==> src/rtl/intc_apb_prio_v2_if.sv <==
// APB slave-side bus bundle for the priority interrupt controller.
interface intc_apb_prio_v2_if #(
    parameter int DATA_WIDTH = 8,
    parameter int ADDR_WIDTH = 8
);
    logic                  psel_i;
    logic                  penable_i;
    logic                  pwrite_i;
    logic [ADDR_WIDTH-1:0] paddr_i;
    logic [DATA_WIDTH-1:0] pwdata_i;
    logic [DATA_WIDTH-1:0] prdata_o;
    logic                  pready_o;
    logic                  perror_o;

    modport master (
        output psel_i, penable_i, pwrite_i, paddr_i, pwdata_i,
        input  prdata_o, pready_o, perror_o
    );

    modport slave (
        input  psel_i, penable_i, pwrite_i, paddr_i, pwdata_i,
        output prdata_o, pready_o, perror_o
    );
endinterface

==> src/rtl/intc_apb_prio_v2.sv <==
// APB-programmable interrupt controller: per-source priority/enable/edge mode,
// presents one winning ID at a time and holds it until acknowledged.
module intc_apb_prio_v2 #(
    parameter int DATA_WIDTH = 8,
    parameter int ADDR_WIDTH = 8,
    parameter int NUM_INTR   = 16,
    parameter int INTR_SERV  = 4
) (
    input  logic                 pclk_i,
    input  logic                 presetn_i,
    intc_apb_prio_v2_if.slave    apb,
    input  logic [NUM_INTR-1:0]  intr_active_i,
    output logic                 intr_valid_o,
    output logic [INTR_SERV-1:0] intr_to_service_o,
    input  logic                 intr_serviced_i
);
    typedef enum logic [1:0] {IDLE, ARB, VALID, CLR} state_t;

    state_t                state_q, state_d;
    logic [INTR_SERV-1:0]  id_q, id_d;

    logic [INTR_SERV-1:0]  prio [NUM_INTR];
    logic [NUM_INTR-1:0]   en, edg_md, edg_lat, line_q;
    logic [NUM_INTR-1:0]   pend, elig, rise, clr_mask;

    logic                  pready_q, perr_q, wr_prio_q, wr_cfg_q;
    logic [DATA_WIDTH-1:0] prdata_q, wdata_q, rd;
    logic [5:0]            idx_q, idx;
    logic                  access, err, is_prio, is_cfg, is_stat;
    logic [DATA_WIDTH+7:0] stat;

    logic                  any_elig;
    logic [INTR_SERV-1:0]  win_id, best_prio;

    // ---------------- APB decode ----------------
    // pready_q gates access so the completion cycle never starts a new transfer
    assign access  = apb.psel_i & apb.penable_i & ~pready_q;
    assign idx     = apb.paddr_i[5:0];
    assign is_prio = ((apb.paddr_i >> 6) == '0) && (int'(idx) < NUM_INTR);
    assign is_cfg  = ((apb.paddr_i >> 6) == ADDR_WIDTH'(1)) && (int'(idx) < NUM_INTR);
    assign is_stat = (apb.paddr_i == ADDR_WIDTH'(8'h80));

    always_comb begin
        rd   = '0;
        err  = 1'b1;
        stat = '0;
        if (is_prio) begin
            err = 1'b0;
            for (int i = 0; i < NUM_INTR; i++)
                if (idx == 6'(i)) rd[INTR_SERV-1:0] = prio[i];
        end else if (is_cfg) begin
            err = 1'b0;
            for (int i = 0; i < NUM_INTR; i++)
                if (idx == 6'(i)) rd[2:0] = {pend[i], edg_md[i], en[i]};
        end else if (is_stat) begin
            err                  = apb.pwrite_i;
            stat[7]              = intr_valid_o;
            stat[INTR_SERV-1:0]  = intr_to_service_o;
            rd                   = stat[DATA_WIDTH-1:0];
        end
    end

    always_ff @(posedge pclk_i or negedge presetn_i) begin
        if (!presetn_i) begin
            pready_q  <= 1'b0;
            perr_q    <= 1'b0;
            prdata_q  <= '0;
            wr_prio_q <= 1'b0;
            wr_cfg_q  <= 1'b0;
            idx_q     <= '0;
            wdata_q   <= '0;
        end else begin
            pready_q  <= access;
            perr_q    <= access & err;
            prdata_q  <= (access & ~apb.pwrite_i) ? rd : '0;
            wr_prio_q <= access & apb.pwrite_i & is_prio;
            wr_cfg_q  <= access & apb.pwrite_i & is_cfg;
            if (access) begin
                idx_q   <= idx;
                wdata_q <= apb.pwdata_i;
            end
        end
    end

    assign apb.pready_o = pready_q;
    assign apb.perror_o = perr_q;
    assign apb.prdata_o = prdata_q;

    // ---------------- sources ----------------
    assign rise = intr_active_i & ~line_q;
    assign pend = (edg_md & edg_lat) | (~edg_md & intr_active_i);
    assign elig = pend & en;

    always_comb begin
        clr_mask = '0;
        for (int i = 0; i < NUM_INTR; i++)
            clr_mask[i] = (state_q == CLR) && (id_q == INTR_SERV'(i));
    end

    // register writes commit on the pready cycle (flags are one cycle late)
    always_ff @(posedge pclk_i or negedge presetn_i) begin
        if (!presetn_i) begin
            for (int i = 0; i < NUM_INTR; i++) prio[i] <= '0;
            en      <= '0;
            edg_md  <= '0;
            edg_lat <= '0;
            line_q  <= '0;
        end else begin
            line_q  <= intr_active_i;
            // set beats clear so an edge arriving during CLR is not lost
            edg_lat <= (edg_md & rise) | (edg_lat & ~clr_mask);
            for (int i = 0; i < NUM_INTR; i++) begin
                if (wr_prio_q && idx_q == 6'(i)) prio[i] <= wdata_q[INTR_SERV-1:0];
                if (wr_cfg_q && idx_q == 6'(i)) begin
                    en[i]     <= wdata_q[0];
                    edg_md[i] <= wdata_q[1];
                end
            end
        end
    end

    // ---------------- arbitration: highest prio, lowest index on ties ----------------
    always_comb begin
        any_elig  = 1'b0;
        win_id    = '0;
        best_prio = '0;
        for (int i = 0; i < NUM_INTR; i++) begin
            if (elig[i] && (!any_elig || prio[i] > best_prio)) begin
                any_elig  = 1'b1;
                win_id    = INTR_SERV'(i);
                best_prio = prio[i];
            end
        end
    end

    // ---------------- service FSM ----------------
    always_ff @(posedge pclk_i or negedge presetn_i) begin
        if (!presetn_i) begin
            state_q <= IDLE;
            id_q    <= '0;
        end else begin
            state_q <= state_d;
            id_q    <= id_d;
        end
    end

    always_comb begin
        state_d = state_q;
        id_d    = id_q;
        case (state_q)
            IDLE:  if (any_elig) state_d = ARB;
            ARB: begin
                if (any_elig) begin
                    id_d    = win_id;
                    state_d = VALID;
                end else begin
                    state_d = IDLE;
                end
            end
            VALID: if (intr_serviced_i) state_d = CLR;
            CLR:   state_d = IDLE;
            default: state_d = IDLE;
        endcase
    end

    assign intr_valid_o      = (state_q == VALID);
    assign intr_to_service_o = intr_valid_o ? id_q : '0;

    logic unused_bits;
    assign unused_bits = ^{wdata_q, stat};
endmodule

==> src/flat_wrapper.sv <==
// flat-port wrapper written by rule: the top's interface ports become plain ports
module intc_apb_prio_v2_flat 
#(
    parameter int DATA_WIDTH = 8,
    parameter int ADDR_WIDTH = 8,
    parameter int NUM_INTR   = 16,
    parameter int INTR_SERV  = 4
)
  (pclk_i, presetn_i, intr_active_i, intr_valid_o, intr_to_service_o, intr_serviced_i, apb_psel_i, apb_penable_i, apb_pwrite_i, apb_paddr_i, apb_pwdata_i, apb_prdata_o, apb_pready_o, apb_perror_o);
  intc_apb_prio_v2_if #(.DATA_WIDTH(DATA_WIDTH), .ADDR_WIDTH(ADDR_WIDTH)) apb_i ();
  input  logic pclk_i;
  input  logic presetn_i;
  input  logic [NUM_INTR-1:0] intr_active_i;
  output logic intr_valid_o;
  output logic [INTR_SERV-1:0] intr_to_service_o;
  input  logic intr_serviced_i;
  input wire logic [$bits(apb_i.psel_i)-1:0] apb_psel_i;
  input wire logic [$bits(apb_i.penable_i)-1:0] apb_penable_i;
  input wire logic [$bits(apb_i.pwrite_i)-1:0] apb_pwrite_i;
  input wire logic [$bits(apb_i.paddr_i)-1:0] apb_paddr_i;
  input wire logic [$bits(apb_i.pwdata_i)-1:0] apb_pwdata_i;
  output wire logic [$bits(apb_i.prdata_o)-1:0] apb_prdata_o;
  output wire logic [$bits(apb_i.pready_o)-1:0] apb_pready_o;
  output wire logic [$bits(apb_i.perror_o)-1:0] apb_perror_o;
  assign apb_i.psel_i = apb_psel_i;
  assign apb_i.penable_i = apb_penable_i;
  assign apb_i.pwrite_i = apb_pwrite_i;
  assign apb_i.paddr_i = apb_paddr_i;
  assign apb_i.pwdata_i = apb_pwdata_i;
  assign apb_prdata_o = apb_i.prdata_o;
  assign apb_pready_o = apb_i.pready_o;
  assign apb_perror_o = apb_i.perror_o;
  intc_apb_prio_v2 #(.DATA_WIDTH(DATA_WIDTH), .ADDR_WIDTH(ADDR_WIDTH), .NUM_INTR(NUM_INTR), .INTR_SERV(INTR_SERV)) u_core (.pclk_i(pclk_i), .presetn_i(presetn_i), .apb(apb_i), .intr_active_i(intr_active_i), .intr_valid_o(intr_valid_o), .intr_to_service_o(intr_to_service_o), .intr_serviced_i(intr_serviced_i));
endmodule
==> config.mk <==
export PLATFORM = sky130hd
export DESIGN_NAME = intc_apb_prio_v2_flat
export DESIGN_NICKNAME = d
export VERILOG_FILES = /design/src/rtl/intc_apb_prio_v2_if.sv /design/src/rtl/intc_apb_prio_v2.sv /design/src/flat_wrapper.sv
export SDC_FILE = /design/constraint.sdc
export NUM_CORES = 1
export LEC_CHECK = 0
export CORE_MARGIN = 4
export CORE_UTILIZATION = 55
export CTS_CLUSTER_SIZE = 25
export DETAILED_ROUTE_END_ITERATION = 12
export PLACE_DENSITY = 0.81
export SYNTH_ARGS = -nofsm -noshare
export SYNTH_HDL_FRONTEND = slang
export SYNTH_SLANG_ARGS = --single-unit
==> constraint.sdc <==
create_clock -name pclk_i -period 21.1 [get_ports pclk_i]
set_input_delay 6.33 -clock pclk_i [delete_from_list [all_inputs] [get_ports pclk_i]]
set_output_delay 6.33 -clock pclk_i [all_outputs]
set_load 0.02 [all_outputs]
==> results.tsv, run 1 <==
metric	value	unit
area_delta_synth_final	33.40	%
required	21.40	ns
gp_congestion	0.9083	
yosysSeqAreaShare	39.57	%
dp_hpwl	22.16	mm
startpoint	intr_active_i[0]	
dieArea	19780	µm²
synthCells	1007	
start_util	55.95	%
core-area	17300	µm²
drcViolationCount	0	
max_cap_violations	0	
tightest_slew	1.159	ns
clock_path_buffers	2	
cts_tree	built	
numCtsBuffers	17	
die_h	140.6	µm
pwr-share-comb	9.1	%
wl_per_cell	24.70	µm
powerDensity	52.65	nW/µm²
holdBufCountCts	0	
hold_path_class	reg -> reg	
p_sw_share	26.69	%
status	complete, but fails checks	
finalHoldViolations	0	
rr_endpoint	u_core.id_q[2]$_DFFE_PN0P_	
grt_usage	33.28	%
crit_end	u_core.id_q[2]$_DFFE_PN0P_	
crit_path_end_kind	register	
async_flop_share	100.0	%
r2r_slack	-1.03	ns
h-tree-depth	4	
drive_above_1_share	34.84	%
drt-initial-drc-count	1471	
power.total	0.6797	mW
synth_area	9677	µm²
grt-ovfl-total	0	
path_clk_slew	0.07	ns
ys_ff_latch	153	
vias_per_cell	6.767	
intPower	0.4983	mW
worstSkewPairLatency	0.44	ns
cp.arrival	27.99	ns
slew_headroom	22.13	%
die_w	140.6	µm
grt_pass1_wl	51.85	mm
period_share	131.2	%
ys.flop_type	dfrtp_1	
clock_sinks	153	
ir_drop	0.07160	mV
postRouteAntennaNets	0	
p_sw	0.1814	mW
rows	48	
port_buffers	45	
grt_max_degree	95	
critical_path_class	in -> reg	
setup_viol	4	
p_clk_share	44.9	%
num_vias	9778	
min_period	27.69	ns
antenna_found_initial	0	
cts-root-buf	clkbuf_16	
critPathSlowestCell	mux2_2	
final_util	74.63	%
r2r_start	u_core.edg_md[0]$_DFFE_PN0P_	
worstRegToRegCells	119	
cpMostUsedCell	ha_4	
cp_slowest_stage_delay	0.37	ns
synth-edff-count	0	
cp_max_fo	5	
setup_ws	-6.591	ns
fmax	0.03611	GHz
yosysUniqueCellTypes	75	
drt_wl_total	35.69	mm
placed_cell_area	11390	µm²
antenna_cells	0	
fin_worst_skew	0.009797	ns
fin_nets	1297	
grt_setup_unrepaired	yes	
sequentialPowerShare	46.1	%
yosys_warnings	0	
avgSynthCellArea	9.610	µm²
grt_pass1_vias	9593	
critPathLaunchType	primary input	
violations	negative setup slack	
io_pins	53	
whs	0.4297	ns
leakage	5.630	nW
drt_first_pass_iters	7	
finalMaxSlewViolations	0	
fin_area	12910	µm²
[cells in the final DEF, fill, tap and decap left out, types with 6 or more instances in the layout]
master / n
a211oi_1: 6
a21o_1: 8
a21oi_1: 29
a21oi_2: 12
a221oi_1: 9
a22oi_1: 31
a31oi_1: 8
and2_1: 7
buf_4: 147
buf_6: 7
clkbuf_16: 17
clkdlybuf4s50_1: 43
dfrtp_1: 153
ha_1: 23
ha_4: 27
inv_1: 55
mux2_2: 85
mux2_4: 26
mux2i_1: 14
nand2_1: 112
nand2b_1: 17
nand3_1: 22
nand4_1: 12
nor2_1: 60
nor2b_1: 12
nor2b_4: 8
nor3_1: 20
nor3b_1: 6
o211ai_1: 6
o21ai_0: 75
o21ai_2: 9
or2_2: 8
[repair_timing]
action	in CTS	in global routing
setup buffers	37	16
setup endpoints to repair	4	4
gates resized for setup	51	54
cloned	0	0
pin swaps	72	57
[per-stage QoR]
step           std cells  TNS (ns)  worst slack (ns)
6_report            1445    -26.13            -6.591
3_3_place_gp        1361    -23.42            -5.919
5_1_grt             1445    -28.61            -7.211
4_1_cts             1429    -22.11            -5.595
3_5_place_dp        1361    -26.71            -6.757
2_1_floorplan       1009    -21.75            -5.526
[synth_stat cells (3+ instances only)]
| library cell | count | area [µm²] |
|---|---|---|
| dfrtp_1 | 153 | 3829 |
| nand2_1 | 115 | 431.7 |
| mux2_2 | 95 | 1070 |
| o21ai_0 | 87 | 435.4 |
| inv_1 | 63 | 236.5 |
| nor2_1 | 62 | 232.7 |
| ha_1 | 52 | 650.6 |
| a21oi_1 | 43 | 215.2 |
| a22oi_1 | 33 | 247.7 |
| nand3_1 | 24 | 120.1 |
| mux2i_1 | 23 | 230.2 |
| nor3_1 | 22 | 110.1 |
| nor2b_1 | 21 | 131.4 |
| nand2b_1 | 17 | 106.4 |
| clkbuf_1 | 14 | 52.55 |
| mux2_4 | 14 | 210.2 |
| nand4_1 | 12 | 75.07 |
| a221oi_1 | 10 | 87.58 |
| a31oi_1 | 9 | 56.30 |
| and2_1 | 9 | 56.30 |
| or2_2 | 9 | 56.30 |
| a21o_1 | 8 | 60.06 |
| nor3b_1 | 8 | 60.06 |
| o21a_1 | 8 | 60.06 |
| a211oi_1 | 6 | 45.04 |
| o211ai_1 | 6 | 45.04 |
| o31ai_1 | 6 | 45.04 |
| a221o_1 | 4 | 40.04 |
| a222oi_1 | 4 | 40.04 |
| a21boi_0 | 3 | 22.52 |
| a41o_1 | 3 | 30.03 |
| buf_4 | 3 | 22.52 |
| nand4b_1 | 3 | 26.28 |
| nor4_1 | 3 | 18.77 |
| o2111a_1 | 3 | 33.78 |
| o21bai_1 | 3 | 22.52 |
| o31a_1 | 3 | 26.28 |
[power groups by stage]
stage          combinational, mW  clock, mW  sequential (mW)
3_5_place_dp              0.0550          0            0.317
4_1_cts                   0.0576      0.301            0.312
5_1_grt                   0.0652      0.318            0.313
3_3_place_gp              0.0536          0            0.317
2_1_floorplan             0.0281          0            0.311
6_report                  0.0615      0.305            0.313
[critical path, delay by kind of cell]
family / cells / cell delay [ns]
adder cells (fa/ha/maj): 15 / 3.63
multiplexers: 14 / 4.10
buffers and inverters: 15 / 1.66
AND/OR/NAND/NOR: 22 / 3.12
AO/OA/AOI/OAI: 54 / 9.14
[cells by family after synthesis]
kind of cell             count (synthesis)  synth area share [%]
AND/OR/NAND/NOR                        316                 15.63
buffers and inverters                   81                 3.258
other                                    1               0.03875
multiplexers                           134                 15.84
AO/OA/AOI/OAI                          270                 18.94
flip-flops                             153                 39.57
adder cells (fa/ha/maj)                 52                 6.724
[layout make-up]
type,instances,area (µm²)
clock buffers,21,480.5
clock inverters,11,106.4
fillers,1007,4388
inverters,63,244.0
flip-flops and latches,153,3829
multi-input cells,775,6355
repair buffers,197,1613
well taps,225,281.5
[worst min-delay path by stage]
stage / startpoint / end / slack (ns) / cells past startpoint
6_report: u_core.line_q[6]$_DFF_PN0_ / u_core.edg_lat[6]$_DFF_PN0_ / 0.43 / 1
5_1_grt: u_core.line_q[10]$_DFF_PN0_ / u_core.edg_lat[10]$_DFF_PN0_ / 0.45 / 1
4_1_cts: u_core.line_q[6]$_DFF_PN0_ / u_core.edg_lat[6]$_DFF_PN0_ / 0.43 / 1
3_5_place_dp: u_core.line_q[9]$_DFF_PN0_ / u_core.edg_lat[9]$_DFF_PN0_ / 0.42 / 1
3_3_place_gp: u_core.line_q[8]$_DFF_PN0_ / u_core.edg_lat[8]$_DFF_PN0_ / 0.41 / 1
2_1_floorplan: u_core.line_q[0]$_DFF_PN0_ / u_core.edg_lat[0]$_DFF_PN0_ / 0.41 / 1
[state kept, by name (all words and copies together) (netlist names), 4 cells and up, named ones only]
register	flops
u_core.id_q	4
u_core.idx_q	6
u_core.line_q	16
u_core.wdata_q	4
u_core.apb.prdata_o	5
u_core.edg_lat	16
u_core.prio	64
u_core.edg_md	16
u_core.en	16
[metal layers]
metal  global-route usage (%)  part of all wire [%]
met5                        0                     0
met4                    16.78                   6.8
met3                    7.395                    10
met2                    53.48                    46
met1                    42.48                    37
(Power assumes the default switching activity.)
==> run 2, diff against run 1 <==
--- a/config.mk
+++ b/config.mk
@@ -7,6 +7,7 @@
 export LEC_CHECK = 0
 export CORE_MARGIN = 4
 export CORE_UTILIZATION = 55
+export CTS_BUF_LIST = sky130_fd_sc_hd__clkbuf_4 sky130_fd_sc_hd__clkbuf_8 sky130_fd_sc_hd__clkbuf_16
 export CTS_CLUSTER_SIZE = 25
 export DETAILED_ROUTE_END_ITERATION = 12
 export PLACE_DENSITY = 0.81
==> results of run 2 <==
Final layout, timing and power as in run 1 (identical DEF).
